==> src/rtl/vga_state_writer.sv <==
// vga_state_writer: captures a 7-word game-state snapshot and writes it to the VGA state region.
// Latency: start at edge E -> slot 1 presented from E, slots accepted E+1..E+7 with grant held, done at E+7..E+8.
// Backpressure: mem_gnt low holds the current write (one stall cycle each); one-deep shadow absorbs mid-frame starts.
//
// Ports:
//   clk, reset            clock, asynchronous active-high reset
//   start                 sample the snapshot words (mx_in..cont_in) on this edge
//   mem_gnt               memory accepts the presented write on this edge
//   mem_we/addr/data      registered write request to memory
//   busy, done, pending   status: frame in progress, frame-complete pulse, shadow snapshot waiting
//   frames_written        count of completed frames (wraps)
module vga_state_writer #(
   parameter int          ADDR_W    = 16,
   parameter int unsigned BASE_ADDR = 0,
   parameter int unsigned X_OFFSET  = 32
) (
   input  logic              clk,
   input  logic              reset,
   input  logic              start,
   input  logic [15:0]       mx_in,
   input  logic [15:0]       my_in,
   input  logic [15:0]       p1x_in,
   input  logic [15:0]       p1y_in,
   input  logic [15:0]       p2x_in,
   input  logic [15:0]       p2y_in,
   input  logic [15:0]       cont_in,
   input  logic              mem_gnt,
   output logic              mem_we,
   output logic [ADDR_W-1:0] mem_addr,
   output logic [15:0]       mem_data,
   output logic              busy,
   output logic              done,
   output logic              pending,
   output logic [15:0]       frames_written
);

   localparam logic [ADDR_W-1:0] BASE_A = ADDR_W'(BASE_ADDR);
   localparam logic [15:0]       XOFF   = 16'(X_OFFSET);
   localparam logic [2:0]        LAST   = 3'd7;

   typedef struct packed {
      logic [15:0] mx;
      logic [15:0] my;
      logic [15:0] p1x;
      logic [15:0] p1y;
      logic [15:0] p2x;
      logic [15:0] p2y;
      logic [15:0] cont;
   } snap_t;

   typedef enum logic [1:0] {
      ST_IDLE  = 2'd0,
      ST_WRITE = 2'd1,
      ST_DONE  = 2'd2
   } state_t;

   state_t      state_q, state_d;
   logic [2:0]  idx_q, idx_d;
   snap_t       work_q, work_d;
   snap_t       shadow_q, shadow_d;
   logic        pend_q, pend_d;
   logic        we_q, we_d;
   logic [ADDR_W-1:0] addr_q, addr_d;
   logic [15:0] data_q, data_d;
   logic [15:0] frames_q, frames_d;

   snap_t snap_in;
   assign snap_in = '{mx: mx_in, my: my_in, p1x: p1x_in, p1y: p1y_in,
                      p2x: p2x_in, p2y: p2y_in, cont: cont_in};

   // Slot order matches the display-side read order; x words carry the offset.
   function automatic logic [15:0] slot_word(input snap_t s, input logic [2:0] i);
      logic [15:0] w;
      unique case (i)
         3'd1:    w = s.mx + XOFF;
         3'd2:    w = s.my;
         3'd3:    w = s.p1x + XOFF;
         3'd4:    w = s.p1y;
         3'd5:    w = s.p2x + XOFF;
         3'd6:    w = s.p2y;
         3'd7:    w = s.cont;
         default: w = 16'd0;
      endcase
      return w;
   endfunction

   function automatic logic [ADDR_W-1:0] slot_addr(input logic [2:0] i);
      return BASE_A + ADDR_W'(i);
   endfunction

   always_comb begin
      state_d  = state_q;
      idx_d    = idx_q;
      work_d   = work_q;
      shadow_d = shadow_q;
      pend_d   = pend_q;
      we_d     = we_q;
      addr_d   = addr_q;
      data_d   = data_q;
      frames_d = frames_q;

      unique case (state_q)
         ST_IDLE, ST_DONE: begin
            // A fresh start beats the shadow; either way the shadow is consumed.
            if (start || pend_q) begin
               work_d  = start ? snap_in : shadow_q;
               pend_d  = 1'b0;
               state_d = ST_WRITE;
               idx_d   = 3'd1;
               we_d    = 1'b1;
               addr_d  = slot_addr(3'd1);
               // Work registers load this same edge, so slot 1 comes from the source directly.
               data_d  = slot_word(start ? snap_in : shadow_q, 3'd1);
            end else begin
               state_d = ST_IDLE;
               we_d    = 1'b0;
            end
         end
         ST_WRITE: begin
            // Mid-frame starts only ever touch the shadow; latest one wins.
            if (start) begin
               shadow_d = snap_in;
               pend_d   = 1'b1;
            end
            if (mem_gnt) begin
               if (idx_q == LAST) begin
                  we_d     = 1'b0;
                  state_d  = ST_DONE;
                  frames_d = frames_q + 16'd1;
               end else begin
                  idx_d  = idx_q + 3'd1;
                  addr_d = slot_addr(idx_q + 3'd1);
                  data_d = slot_word(work_q, idx_q + 3'd1);
               end
            end
         end
         default: begin
            state_d = ST_IDLE;
            we_d    = 1'b0;
         end
      endcase
   end

   always_ff @(posedge clk or posedge reset) begin
      if (reset) begin
         state_q  <= ST_IDLE;
         idx_q    <= 3'd0;
         work_q   <= '0;
         shadow_q <= '0;
         pend_q   <= 1'b0;
         we_q     <= 1'b0;
         addr_q   <= '0;
         data_q   <= 16'd0;
         frames_q <= 16'd0;
      end else begin
         state_q  <= state_d;
         idx_q    <= idx_d;
         work_q   <= work_d;
         shadow_q <= shadow_d;
         pend_q   <= pend_d;
         we_q     <= we_d;
         addr_q   <= addr_d;
         data_q   <= data_d;
         frames_q <= frames_d;
      end
   end

   assign mem_we         = we_q;
   assign mem_addr       = addr_q;
   assign mem_data       = data_q;
   assign busy           = (state_q != ST_IDLE);
   assign done           = (state_q == ST_DONE);
   assign pending        = pend_q;
   assign frames_written = frames_q;

endmodule

==> config.mk <==
export PLATFORM = sky130hd
export DESIGN_NAME = vga_state_writer
export DESIGN_NICKNAME = d
export VERILOG_FILES = /design/src/rtl/vga_state_writer.sv
export SDC_FILE = /design/constraint.sdc
export NUM_CORES = 1
export LEC_CHECK = 0
export ABC_CLOCK_PERIOD_IN_PS = 9040
export BUFFER_PORTS_ARGS = -buffer_cell sky130_fd_sc_hd__buf_2
export CAP_MARGIN = 25
export CORE_UTILIZATION = 52
export DETAILED_ROUTE_END_ITERATION = 7
export PLACE_DENSITY = 0.76
export SYNTH_ARGS = -nofsm -noshare
export SYNTH_HDL_FRONTEND = slang
export SYNTH_SLANG_ARGS = --single-unit
==> constraint.sdc <==
create_clock -name clk -period 9.04 [get_ports clk]
set_input_delay 1.808 -clock clk [delete_from_list [all_inputs] [get_ports clk]]
set_output_delay 1.808 -clock clk [all_outputs]
set_load 0.01 [all_outputs]
### Word level (Yosys, flattened, before mapping)

Index checks and enable logic that the tools add are counted.

| cells by class | value |
|---|---|
| add/subtract/negate cells | 6 |
| reductions and logical operators | 10 |
| multiplexer cells | 25 |
| equality and inequality tests | 15 |

Operator list:

| operator | count |
|---|---|
| two-way mux 112 bit | 1 |
| case mux 16 bit (7 select lines) | 1 |
| two-way mux 16 bit | 6 |
| adder 16 x 6 -> 16 bit (second input constant) | 4 |
| case mux 16 bit (2 select lines) | 2 |
| adder 16 x 1 -> 16 bit (second input constant) | 1 |
| == test 3 bit (second input constant) | 5 |
| inequality test 2 bit (second input constant) | 5 |
| two-way mux 3 bit | 3 |
| == test 3 x 2 -> 1 bit (second input constant) | 2 |
| two-way mux 1 bit | 6 |
| case mux 3 bit (2 select lines) | 1 |
| AND reduction 3 bit | 2 |
| two-way mux 2 bit | 2 |
| case mux 1 bit (2 select lines) | 2 |
| case mux 2 bit (2 select lines) | 1 |
| AND reduction 2 bit | 2 |
| AND reduction 4 bit | 1 |
| nonzero test 2 bit | 2 |
| adder 3 x 1 -> 3 bit (second input constant) | 1 |
| == test 3 x 1 -> 1 bit (second input constant) | 1 |
| == test 2 x 1 -> 1 bit (second input constant) | 1 |
| == test 2 bit (second input constant) | 1 |
| zero test 2 bit | 1 |
| other kinds (2) | 2 |

| word-level totals | value |
|---|---|
| input port bits | 116 |
| output and inout port bits | 52 |
| logic and storage cells | 77 |
| register bits | 279 |

### Longest topological paths before layout

Gate-level depths: netlist (run 1).

| logic depth | value |
|---|---|
| depth in word-level cells | 6 |
| depth in mapped cells | 13 |
| mapped depth without buffers | 10 |

### Worst setup path after synthesis (run 1)

OpenSTA, ideal clock, no wires.

| timing path | value |
|---|---|
| kind | input to register |
| from | in start |
| to | reg data_q[11] (netlist: mem_data[11]) |
| required time | 8958 ps |
| data arrival time | 3933 ps |
| path slack | 5026 ps |
| buffers on the path | 4 |
| stages | 12 |
| library setup time | 82 ps |
| cells stage by stage | buf_2 -> buf_2 -> buf_2 -> buf_2 -> mux2i_1 -> inv_1 -> ha_1 -> or3b_1 -> a21oi_1 -> xnor2_1 -> a21oi_1 -> a31oi_1 |

| between the ends | value |
|---|---|
| longest elaborated chain between the ends | 4 |

RTL lines:

| element | line | text |
|---|---|---|
| from (decl) | 19 | `input logic start,` |
| two-way mux 112 bit | n/a |  |
| adder 16 x 6 -> 16 bit | 75 | `3'd1: w = s.mx + XOFF;` |
| two-way mux 16 bit | 105 | `if (start \|\| pend_q) begin` |
| case mux 16 bit (2 select lines) | 102 | `unique case (state_q)` |
| to (signal assigned) | 163 | `data_q <= data_d;` |
| to (decl) | 64 | `logic [15:0] data_q, data_d;` |

Parallel ways exist; a longest one is shown, timed or not. The select of a mux whose other input is x is not followed.
A chain may end at the register's enable or synchronous reset.

### Worst setup path after layout (run 1)

Same ends and word-level chain as after synthesis.

==> summary.txt, run 1 <==
Yosys
  – Post-synth EDFFs: 0
  – Seq cells post-synth: 262
  – Sequential area share after synthesis: 0.524
  – Async SR Flop Fraction: 1.00
  – Most frequent cell after synthesis: dfrtp_1
  – Mapped Area: 12500 um2
  – Top cell type's share of synthesized area: 0.524
  – Distinct cells, synth: 64
  – Post-Syn Instances: 1089
  – Predominant post-synthesis flop cell: dfrtp_1
  – Synth top cells by count: dfrtp_1 (262), nand2_1 (145), o21ai_0 (129), mux2i_1 (128), mux2_2 (114)
  – Yosys top cell by area: dfrtp_1
  – Mean Syn Cell Area: around 11 um2
  – Yosys warning total: 0
  – Synth area leaders: dfrtp_1 (52%), mux2_2 (10%), mux2i_1 (10%), o21ai_0 (5.2%), nand2_1 (4.4%)

Critical path
  – CP delay by family, top: buffers and inverters
  – Reg2reg start: mem_addr[0]$_DFFE_PP0P_
  – CP max stage delay: 0.87 ns
  – R2R cell count: 7
  – Worst-path cell chain: buf_6 -> buf_4 -> mux2i_1 -> or3b_1 -> a21oi_1 -> xnor2_1 -> a21oi_1 -> a31oi_1
  – Worst Path Max Fanout: 65
  – Required time worst endpoint: around 9.4 ns
  – Crit-path most repeated cell: a21oi_1
  – Startpoint types: input port
  – Slowest-stage cell, CP: buf_4
  – Bufs and invs on worst path: 2
  – Crit Path Class: input port to register
  – FF-to-FF setup slack: between 5 and 6 ns
  – RR Endpoint: mem_data[0]$_DFFE_PP0P_
  – Crit end category: register
  – WP data arrival: 4.51 ns
  – Number of cells on the critical path: 8
  – Worst setup path startpoint: start
  – End of the critical path: mem_data[11]$_DFFE_PP0P_

Global route
  – Initial antenna violation count: 0
  – Met3 Use GR: 0.0355
  – Met1 GRT Util: 0.349
  – Total global routing overflow: 0
  – Tot GR Track Use: 0.239
  – GR peak layer: met2
  – Met2 GRT Util: 0.372
  – Vias in the first global route: ~8400
  – Largest net degree at the start of global routing: 133
  – First-pass GRT wire length: 45600 um

STA
  – Min cycle time layout: slightly above 4 ns
  – Endpoints failing hold: 0
  – Fmax: roughly 240 MHz
  – Final Cycle Share: 0.457
  – Worst Skew: approximately 0.0074 ns
  – RSZ-0062 raised after global routing: no
  – Actual slew at the worst max-slew pin: about 1.1 ns
  – Finish-stage setup viols: 0
  – Final setup margin: 4.91 ns
  – Count of pins over their slew limit: 0
  – Total negative slack: 0 ns
  – Rel. slew slack: 0.296

Floorplanning
  – Chip height: between 150 and 200 um
  – Core area: 23500 um2
  – I/O pin total: 168
  – Initial Util: 0.531
  – Die Wd: 157 um
  – Rows: 56
  – Full die area: ~25000 um2

Drt
  – Pre-antenna DRT Iters: 7
  – Vias per cell: 5.61
  – Vias: 8683
  – DRT Wirelength: slightly below 30000 um
  – Final ANT Viol Nets: 0
  – Drc violations: 0
  – Initial DRC Count: ~640
  – WL per Instance: 18.7 um

Power and ir drop
  – Tot Pwr: 4.94 mW
  – Switching Fraction: 0.374
  – Clk pwr share: 0.220
  – Leakage power: 6.62 nW
  – Maximum vdd ir drop: 195 uV
  – Pwr per Cell Area: 346 nW/um2
  – Int Pwr: a little over 3 mW
  – Power share of the sequential group: 0.398
  – Combinational share of power: 0.382
  – Net Switching: between 1.5 and 2 mW

CTS
  – Cts repair resizes: 0
  – Total CTS buffers: 27
  – Worst skew pair latency: 0.54 ns
  – Cts-stage hold buffer count: 0
  – Clock transition at path regs: ~0.060 ns
  – Clock Sinks: 262
  – TritonCTS clock tree: built
  – Clock Path Buffers: 3
  – Postcts setup bufs: 0
  – CTS root buf: clkbuf_16
  – H-tree lvl count: 1

Cells and area
  – Fin cells: 1548
  – Layout cells sized above 1: 0.281
  – # fillers: 1921
  – # diodes: 0
  – Synth-to-layout area growth: 14.2%
  – Nets@finish: around 1300
  – Design area: between 10000 and 15000 um2

Placed design
  – Setup WS pre-CTS: 4.32 ns
  – Placed Area: around 13000 um2
  – RePlAce Congestion: about 0.85
  – DP Wirelength: roughly 20000 um
  – Input/output buffers: 154
  – Placed insts: 1498

Run
  – Max cap viols: 0

Status
  – Status: complete, no violations

Worst hold path
  – Hold Crit Class: register to register
==> cell families after synthesis <==
family,after synthesis,share of synthesized area
other cells,1,0.000300
buf+inv,93,0.0367
simple gates,233,0.0892
fa+ha+maj,9,0.00900
xor+xnor,29,0.0203
flops,262,0.524
compound gates,215,0.108
mux,247,0.212
==> cell usage in the layout (no fill, tap or decap), types with 6 or more instances in the layout <==
cell | Yosys | layout
dfrtp_1 | 262 | 262
buf_2 | 28 | 153
nand2_1 | 145 | 144
o21ai_0 | 129 | 129
mux2i_1 | 128 | 128
mux2_2 | 114 | 114
clkbuf_16 | 0 | 27
nor2_1 | 21 | 21
xnor2_1 | 19 | 19
a21oi_1 | 17 | 17
a22o_1 | 14 | 14
conb_1 | 1 | 13
nand3_1 | 12 | 12
xor2_1 | 10 | 10
a222oi_1 | 10 | 10
ha_1 | 9 | 9
buf_4 | 16 | 9
a22oi_1 | 8 | 8
a221oi_1 | 8 | 8
nand4_1 | 7 | 7
inv_1 | 8 | 7
clkbuf_1 | 32 | 7
nor2b_1 | 6 | 6
nand3b_1 | 6 | 6
clkinv_2 | 0 | 6
==> how the worst min path moves through the flow <==
stage               cells after the start  slack, ns                           start                             end
global route                            2       0.50           work_q[3]$_DFFE_PP0P_           work_q[3]$_DFFE_PP0P_
finish                                  1       0.46  frames_written[15]$_DFFE_PP0P_  frames_written[15]$_DFFE_PP0P_
CTS                                     1       0.46  frames_written[15]$_DFFE_PP0P_  frames_written[15]$_DFFE_PP0P_
floorplan                               2       0.44          work_q[42]$_DFFE_PP0P_          work_q[42]$_DFFE_PP0P_
detailed placement                      1       0.45  frames_written[15]$_DFFE_PP0P_  frames_written[15]$_DFFE_PP0P_
global placement                        1       0.45  frames_written[15]$_DFFE_PP0P_  frames_written[15]$_DFFE_PP0P_
==> layout make-up <==
class,count,area [um2],share of cell area
clock buffer,39,771,0.0540
clock inverter,10,96.3,0.00675
inverter,8,37.5,0.00263
multi-input combinational,746,5550,0.388
sequential,262,6560,0.459
tap,319,399,0.0280
timing repair buffer,164,872,0.0611
==> power groups by stage <==
stage / sequential [mW] / clock (mW) / combinational (mW)
floorplan: 1.90 / 0 / 1.41
global placement: 1.95 / 0 / 1.81
detailed placement: 1.97 / 0 / 1.86
CTS: 1.96 / 1.10 / 1.87
global route: 2.01 / 1.15 / 2.08
finish: 1.96 / 1.09 / 1.89
==> worst register-to-register path: stages (launching register included) <==
cell	delay, ns
dfrtp_1	0.46
ha_1	0.23
ha_1	0.67
buf_4	0.47
mux2_2	0.39
a221oi_1	0.43
o221ai_1	0.24
o21a_1	0.18
==> registers in the layout, summed over array words and instances, names as in the netlist <==
register and cells:
state_q 2, work_q 112, frames_written 16, shadow_q 112, mem_data 16, mem_addr 3
pending 1
==> layer usage <==
| metal | routed length [um] | part of all wire |
|---|---|---|
| met1 | 13400 | 0.46 |
| met2 | 13000 | 0.45 |
| met3 | 1830 | 0.063 |
| met4 | 679 | 0.023 |
| met5 | 0 | 0 |
==> metrics by stage <==
step,hold WS (ns),utilization
after CTS,0.465,0.605
after global placement,0.454,0.568
after floorplan,0.441,-
final,0.457,0.606
after detailed placement,0.453,0.568
after global routing,0.497,0.606
Power figures use the tool's default switching activity.
==> run 2, diff against run 1 <==
--- a/config.mk
+++ b/config.mk
@@ -5,7 +5,7 @@
 export SDC_FILE = /design/constraint.sdc
 export NUM_CORES = 1
 export LEC_CHECK = 0
-export ABC_CLOCK_PERIOD_IN_PS = 9040
+export ABC_CLOCK_PERIOD_IN_PS = 3440
 export BUFFER_PORTS_ARGS = -buffer_cell sky130_fd_sc_hd__buf_2
 export CAP_MARGIN = 25
 export CORE_UTILIZATION = 52
==> constraint.sdc (replaced) <==
create_clock -name clk -period 3.44 [get_ports clk]
set_input_delay 0.688 -clock clk [delete_from_list [all_inputs] [get_ports clk]]
set_output_delay 0.688 -clock clk [all_outputs]
set_load 0.01 [all_outputs]
==> run 2 against run 1 <==
Critical path depth did not move. Cell count rose by 0.97%. Register-to-register slack got worse by 5.4 ns. Highest routed layer is now met5. Wire length rose by 3.7%. Clock skew rose by 0.010 ns. Sequential power rose to 2.7 times the previous value.
==> summary.txt, run 2 (synthesized netlist as in run 1, its figures left out) <==
Status
  – Status: complete, no violations (unchanged)

STA
  – Finish-stage setup viols: 0 (unchanged)
  – Count of pins over their slew limit: 0 (unchanged)
  – Final Cycle Share: 0.878
  – Fmax: about 330 MHz
  – Actual slew at the worst max-slew pin: 0.817 ns (was 1.06 ns)
  – RSZ-0062 raised after global routing: no (unchanged)
  – Final setup margin: 0.419 ns (was 4.91 ns)
  – Total negative slack: 0 ns (unchanged)
  – Worst Skew: 0.0175 ns (was 0.00743 ns)
  – Rel. slew slack: 0.453 (was 0.296)
  – Hold slack: 0.187 ns (was 0.457 ns)
  – Endpoints failing hold: 0 (unchanged)
  – Min cycle time layout: roughly 3.0 ns

Drt
  – Drc violations: 0 (unchanged)
  – WL per Instance: 19.2 um (was 18.7 um)
  – Vias: 8760 (was 8683)
  – Final ANT Viol Nets: 0 (unchanged)
  – Pre-antenna DRT Iters: 6 (was 7)
  – Vias per cell: 5.60 (was 5.61)
  – Initial DRC Count: 673 (was 642)
  – DRT Wirelength: 30000 um (was 28900 um)

CTS
  – Postcts setup bufs: 0 (unchanged)
  – Total CTS buffers: 28 (was 27)
  – CTS root buf: clkbuf_16 (unchanged)
  – Cts repair resizes: 0 (unchanged)
  – Clock Path Buffers: 3 (unchanged)
  – H-tree lvl count: 1 (unchanged)
  – Worst skew pair latency: 0.55 ns (was 0.54 ns)
  – Clock transition at path regs: 0.06 ns (about the same)
  – Clock Sinks: 262 (unchanged)
  – Cts-stage hold buffer count: 0 (unchanged)
  – TritonCTS clock tree: built (unchanged)

Critical path
  – Crit-path most repeated cell: ha_1 (was a21oi_1)
  – Worst-path cell chain: ha_1 -> ha_1 -> buf_4 -> mux2i_4 -> nand4_4 -> nor3_2 -> mux2i_1 -> o22a_1 (was buf_6 -> buf_4 -> mux2i_1 -> or3b_1 -> a21oi_1 -> xnor2_1 -> a21oi_1 -> a31oi_1)
  – Worst Path Max Fanout: 34 (was 65)
  – Startpoint types: register (was input port)
  – Slowest-stage cell, CP: ha_1 (was buf_4)
  – Crit end category: register (unchanged)
  – CP max stage delay: 0.53 ns (was 0.87 ns)
  – CP delay by family, top: adder cells (was buffers and inverters)
  – Bufs and invs on worst path: 1 (was 2)
  – WP data arrival: 3.50 ns (was 4.51 ns)
  – Crit Path Class: register to register (was input port to register)
  – Required time worst endpoint: 3.92 ns (was 9.42 ns)

Cells and area
  – Commonest non-fill, non-tap cell in the layout: dfrtp_1 (unchanged)
  – Layout cells sized above 1: 0.293 (was 0.281)
  – Most frequent cells in the layout: dfrtp_1 (262), buf_2 (153), nand2_1 (144) (unchanged)
  – Core Util, Final: 0.620 (was 0.606)
  – Nets@finish: 1347 (was 1334)
  – # fillers: 1907 (was 1921)
  – Synth-to-layout area growth: 16.7% (was 14.2%)
  – Top Registers: shadow_q: 112 flops, work_q: 112 flops (unchanged)
  – Reg area: 6560 um2 (unchanged)
  – Area of the multi-input gates: 5550 um2 (unchanged)

Floorplanning
  – Full die area: 24700 um2 (unchanged)
  – Chip height: 157 um (unchanged)
  – Initial Util: 0.531 (unchanged)
  – Rows: 56 (unchanged)
  – Core area: 23500 um2 (unchanged)
  – I/O pin total: 168 (unchanged)
  – Die Wd: 157 um (unchanged)

Power and ir drop
  – Maximum vdd ir drop: 470 uV (was 195 uV)
  – Leakage power: 6.77 nW (was 6.62 nW)
  – Pwr per Cell Area: 928 nW/um2 (was 346 nW/um2)

Global route
  – Tot GR Track Use: 0.247 (was 0.239)
  – Initial antenna violation count: 2 (was 0)
  – Vias in the first global route: 8606 (was 8403)
  – Largest net degree at the start of global routing: 85 (was 133)
  – First-pass GRT wire length: 46900 um (was 45600 um)
  – Total global routing overflow: 0 (unchanged)

Placed design
  – RePlAce Congestion: 0.868 (was 0.854)
  – Setup WS pre-CTS: 0.442 ns (was 4.32 ns)
  – DP Wirelength: 21100 um (was 19900 um)
  – Input/output buffers: 154 (unchanged)

Worst hold path
  – Hold Crit Class: input port to asynchronous set/reset pin (was register to register)

Run
  – Max cap viols: 0 (unchanged)
-- run 2: cell types whose count changed in the layout (fill, tap and decap cells not counted), sizes merged --
cell      delta
diode        +1
bufinv       +4
clkinvlp     +2
clkinv       -1
clkbuf       -1
buf         +12
inv          -2
-- run 2: path summary, 6_finish.rpt --
path | start | end | slack, ns | depth (start not counted)
setup / recovery | mem_addr[0]$_DFFE_PP0P_ | mem_data[14]$_DFFE_PP0P_ | 0.42 | 8
hold / removal | reset | shadow_q[92]$_DFFE_PP0P_ | 0.19 | 2
setup reg to reg | mem_addr[0]$_DFFE_PP0P_ | mem_data[14]$_DFFE_PP0P_ | 0.42 | 8
hold reg to reg | frames_written[15]$_DFFE_PP0P_ | frames_written[15]$_DFFE_PP0P_ | 0.47 | 1
max in group asynchronous | reset | work_q[20]$_DFFE_PP0P_ | 2.20 | 3
min in group clk | p2x_in[2] | shadow_q[34]$_DFFE_PP0P_ | 0.38 | 2
-- run 2: layout make-up --
type / instances / share of cell area
flip-flops and latches: 262 / 0.449
multi-input cells: 746 / 0.380
repair buffers: 176 / 0.0706
clock buffers: 38 / 0.0561
well taps: 319 / 0.0274
clock inverters: 13 / 0.0141
inverters: 8 / 0.00232
diodes: 1 / 0.000171
-- run 2: per-layer routing --
layer  global-route usage  routed length, um
met1                0.343              13500
met5                    0                 10
met3               0.0518               1930
met4               0.0583                640
met2                0.397              13900
-- run 2: where the power goes --
part / internal (mW) / switching, mW
clock: 2.04 / 1.24
sequential: 4.37 / 0.825
combinational: 2.17 / 2.90
total: 8.58 / 4.96
-- run 2: stage by stage --
stage | power, mW | cells | area (um2)
2_1_floorplan | 8.71 | 1101 | 12600
3_5_place_dp | 10.3 | 1511 | 13600
3_3_place_gp | 10.1 | 1511 | 13600
4_1_cts | 13.6 | 1562 | 14600
5_1_grt | 14.3 | 1562 | 14600
6_report | 13.5 | 1563 | 14600
==> run 3, diff against run 2 <==
--- a/config.mk
+++ b/config.mk
@@ -6,10 +6,11 @@
 export NUM_CORES = 1
 export LEC_CHECK = 0
 export ABC_CLOCK_PERIOD_IN_PS = 3440
-export BUFFER_PORTS_ARGS = -buffer_cell sky130_fd_sc_hd__buf_2
 export CAP_MARGIN = 25
-export CORE_UTILIZATION = 52
+export CORE_UTILIZATION = 58
 export DETAILED_ROUTE_END_ITERATION = 7
+export DONT_BUFFER_PORTS = 1
+export MAX_ROUTING_LAYER = met4
 export PLACE_DENSITY = 0.76
 export SYNTH_ARGS = -nofsm -noshare
 export SYNTH_HDL_FRONTEND = slang
==> run 3 against run 2 <==
Setup slack better by 0.22 ns. Critical path depth stayed put. Via count is 7.1% lower. Sequential power is 2% higher. Total power is 5.6% lower. Die area is 10% lower. Count of clock-buffer cells in the layout is 5 higher. Sequential cell count stayed put. Largest power group unchanged.
==> summary.txt, run 3 (synthesized netlist as in run 1, its figures left out) <==
Critical path
  – Worst Path Max Fanout: 12 (was 34)
  – WP data arrival: 3.27 ns (was 3.50 ns)
  – Crit Path Class: register to register (unchanged)
  – Crit end category: register (unchanged)
  – Required time worst endpoint: 3.91 ns (was 3.92 ns)
  – Startpoint types: register (unchanged)

CTS
  – Total CTS buffers: 28 (unchanged)
  – CTS root buf: clkbuf_16 (unchanged)
  – Clock Path Buffers: 3 (unchanged)
  – H-tree lvl count: 1 (unchanged)
  – Postcts setup bufs: 0 (unchanged)
  – Clock transition at path regs: 0.06 ns (about the same)
  – Cts repair resizes: 0 (unchanged)
  – Clock Sinks: 262 (unchanged)
  – Worst skew pair latency: 0.54 ns (was 0.55 ns)
  – Cts-stage hold buffer count: 0 (unchanged)
  – TritonCTS clock tree: built (unchanged)

Drt
  – Initial DRC Count: 598 (was 673)
  – Drc violations: 0 (unchanged)
  – DRT Wirelength: 28500 um (was 30000 um)
  – Final ANT Viol Nets: 0 (unchanged)
  – Vias: 8142 (was 8760)
  – Vias per cell: 6.00 (was 5.60)
  – Pre-antenna DRT Iters: 6 (unchanged)
  – WL per Instance: 21.0 um (was 19.2 um)

Placed design
  – Placed insts: 1309 (was 1511)
  – DP Wirelength: 20300 um (was 21100 um)
  – Input/output buffers: 0 (was 154)
  – RePlAce Congestion: 0.908 (was 0.868)
  – Placed Area: 12700 um2 (was 13600 um2)

Global route
  – Vias in the first global route: 8197 (was 8606)
  – Initial antenna violation count: 0 (was 2)
  – Largest net degree at the start of global routing: 128 (was 85)
  – Tot GR Track Use: 0.268 (was 0.247)
  – First-pass GRT wire length: 44600 um (was 46900 um)
  – Total global routing overflow: 0 (unchanged)

Cells and area
  – Fin cells: 1358 (was 1563)
  – Top Registers: shadow_q: 112 flops, work_q: 112 flops (unchanged)
  – # fillers: 1658 (was 1907)
  – Core Util, Final: 0.641 (was 0.620)
  – Synth-to-layout area growth: 8.15% (was 16.7%)
  – Nets@finish: 1189 (was 1347)
  – Design area: 13500 um2 (was 14600 um2)
  – Most frequent cells in the layout: dfrtp_1 (262), nand2_1 (144), o21ai_0 (129) (was dfrtp_1 (262), buf_2 (153), nand2_1 (144))
  – Commonest non-fill, non-tap cell in the layout: dfrtp_1 (unchanged)
  – Layout cells sized above 1: 0.182 (was 0.293)
  – # diodes: 0 (was 1)

Floorplanning
  – Rows: 53 (was 56)
  – Chip height: 149 um (was 157 um)
  – Full die area: 22200 um2 (was 24700 um2)
  – Initial Util: 0.593 (was 0.531)
  – I/O pin total: 168 (unchanged)
  – Core area: 21100 um2 (was 23500 um2)
  – Die Wd: 149 um (was 157 um)

Power and ir drop
  – Leakage power: 6.02 nW (was 6.77 nW)
  – Pwr per Cell Area: 945 nW/um2 (was 928 nW/um2)
  – Maximum vdd ir drop: 458 uV (was 470 uV)

Run
  – Max cap viols: 0 (unchanged)

STA
  – Rel. slew slack: 0.515 (was 0.453)
  – Endpoints failing hold: 0 (unchanged)
  – Actual slew at the worst max-slew pin: 0.728 ns (was 0.817 ns)
  – Hold slack: 0.0761 ns (was 0.187 ns)
  – Final Cycle Share: 0.814 (was 0.878)
  – Count of pins over their slew limit: 0 (unchanged)
  – Min cycle time layout: 2.80 ns (was 3.02 ns)
  – Fmax: 357 MHz (was 331 MHz)
  – Finish-stage setup viols: 0 (unchanged)
  – Total negative slack: 0 ns (unchanged)
  – Worst Skew: 0.0156 ns (was 0.0175 ns)
  – RSZ-0062 raised after global routing: no (unchanged)

Worst hold path
  – Hold Crit Class: input port to asynchronous set/reset pin (unchanged)

Status
  – Status: complete, no violations (unchanged)
==> run 3: cell type report <==
class                      count  area (um2)  share of cell area
timing repair buffer          18         185              0.0137
multi-input combinational    746        5550               0.410
clock buffer                  43         817              0.0604
sequential                   262        6560               0.485
inverter                       8        33.8             0.00250
tap                          275         344              0.0254
clock inverter                 6        43.8             0.00324
==> run 3: critical path: stages, from the launching register on <==
cell,delay [ns]
dfrtp_1,0.48
ha_1,0.26
ha_1,0.36
buf_4,0.24
mux2_4,0.36
o221a_4,0.27
or4_1,0.46
mux2i_1,0.16
o22a_1,0.15
==> run 3: worst paths after layout <==
| check | slack (ns) | depth (start not counted) | to | start |
|---|---|---|---|---|
| max reg2reg | 0.64 | 8 | mem_data[14]$_DFFE_PP0P_ | mem_addr[0]$_DFFE_PP0P_ |
| max | 0.64 | 8 | mem_data[14]$_DFFE_PP0P_ | mem_addr[0]$_DFFE_PP0P_ |
| min reg2reg | 0.48 | 2 | work_q[0]$_DFFE_PP0P_ | work_q[0]$_DFFE_PP0P_ |
| max in group asynchronous | 2.47 | 2 | work_q[101]$_DFFE_PP0P_ | reset |
| min | 0.08 | 1 | shadow_q[25]$_DFFE_PP0P_ | reset |
| min in group clk | 0.29 | 1 | shadow_q[35]$_DFFE_PP0P_ | p2x_in[3] |
==> run 3: routing by layer <==
| layer | global-route usage | part of all wire | up-vias |
|---|---|---|---|
| li1 | - | - | 3810 |
| met1 | 0.352 | 0.42 | 4027 |
| met2 | 0.414 | 0.46 | 264 |
| met3 | 0.0761 | 0.092 | 41 |
| met4 | 0.0617 | 0.021 | 0 |
| met5 | - | 0 | - |
==> run 3: power breakdown <==
part           leakage (nW)  switching (mW)  internal, mW
logic                  2.41            2.64          2.01
registers              3.18           0.952          4.37
clock network         0.421            1.19          1.63
==> run 3: per-stage QoR <==
step | setup WS [ns] | total power [mW]
floorplan | -0.704 | 8.71
global placement | 0.696 | 9.80
detailed placement | 0.658 | 9.98
CTS | 0.642 | 12.8
global route | 0.477 | 13.6
finish | 0.639 | 12.8
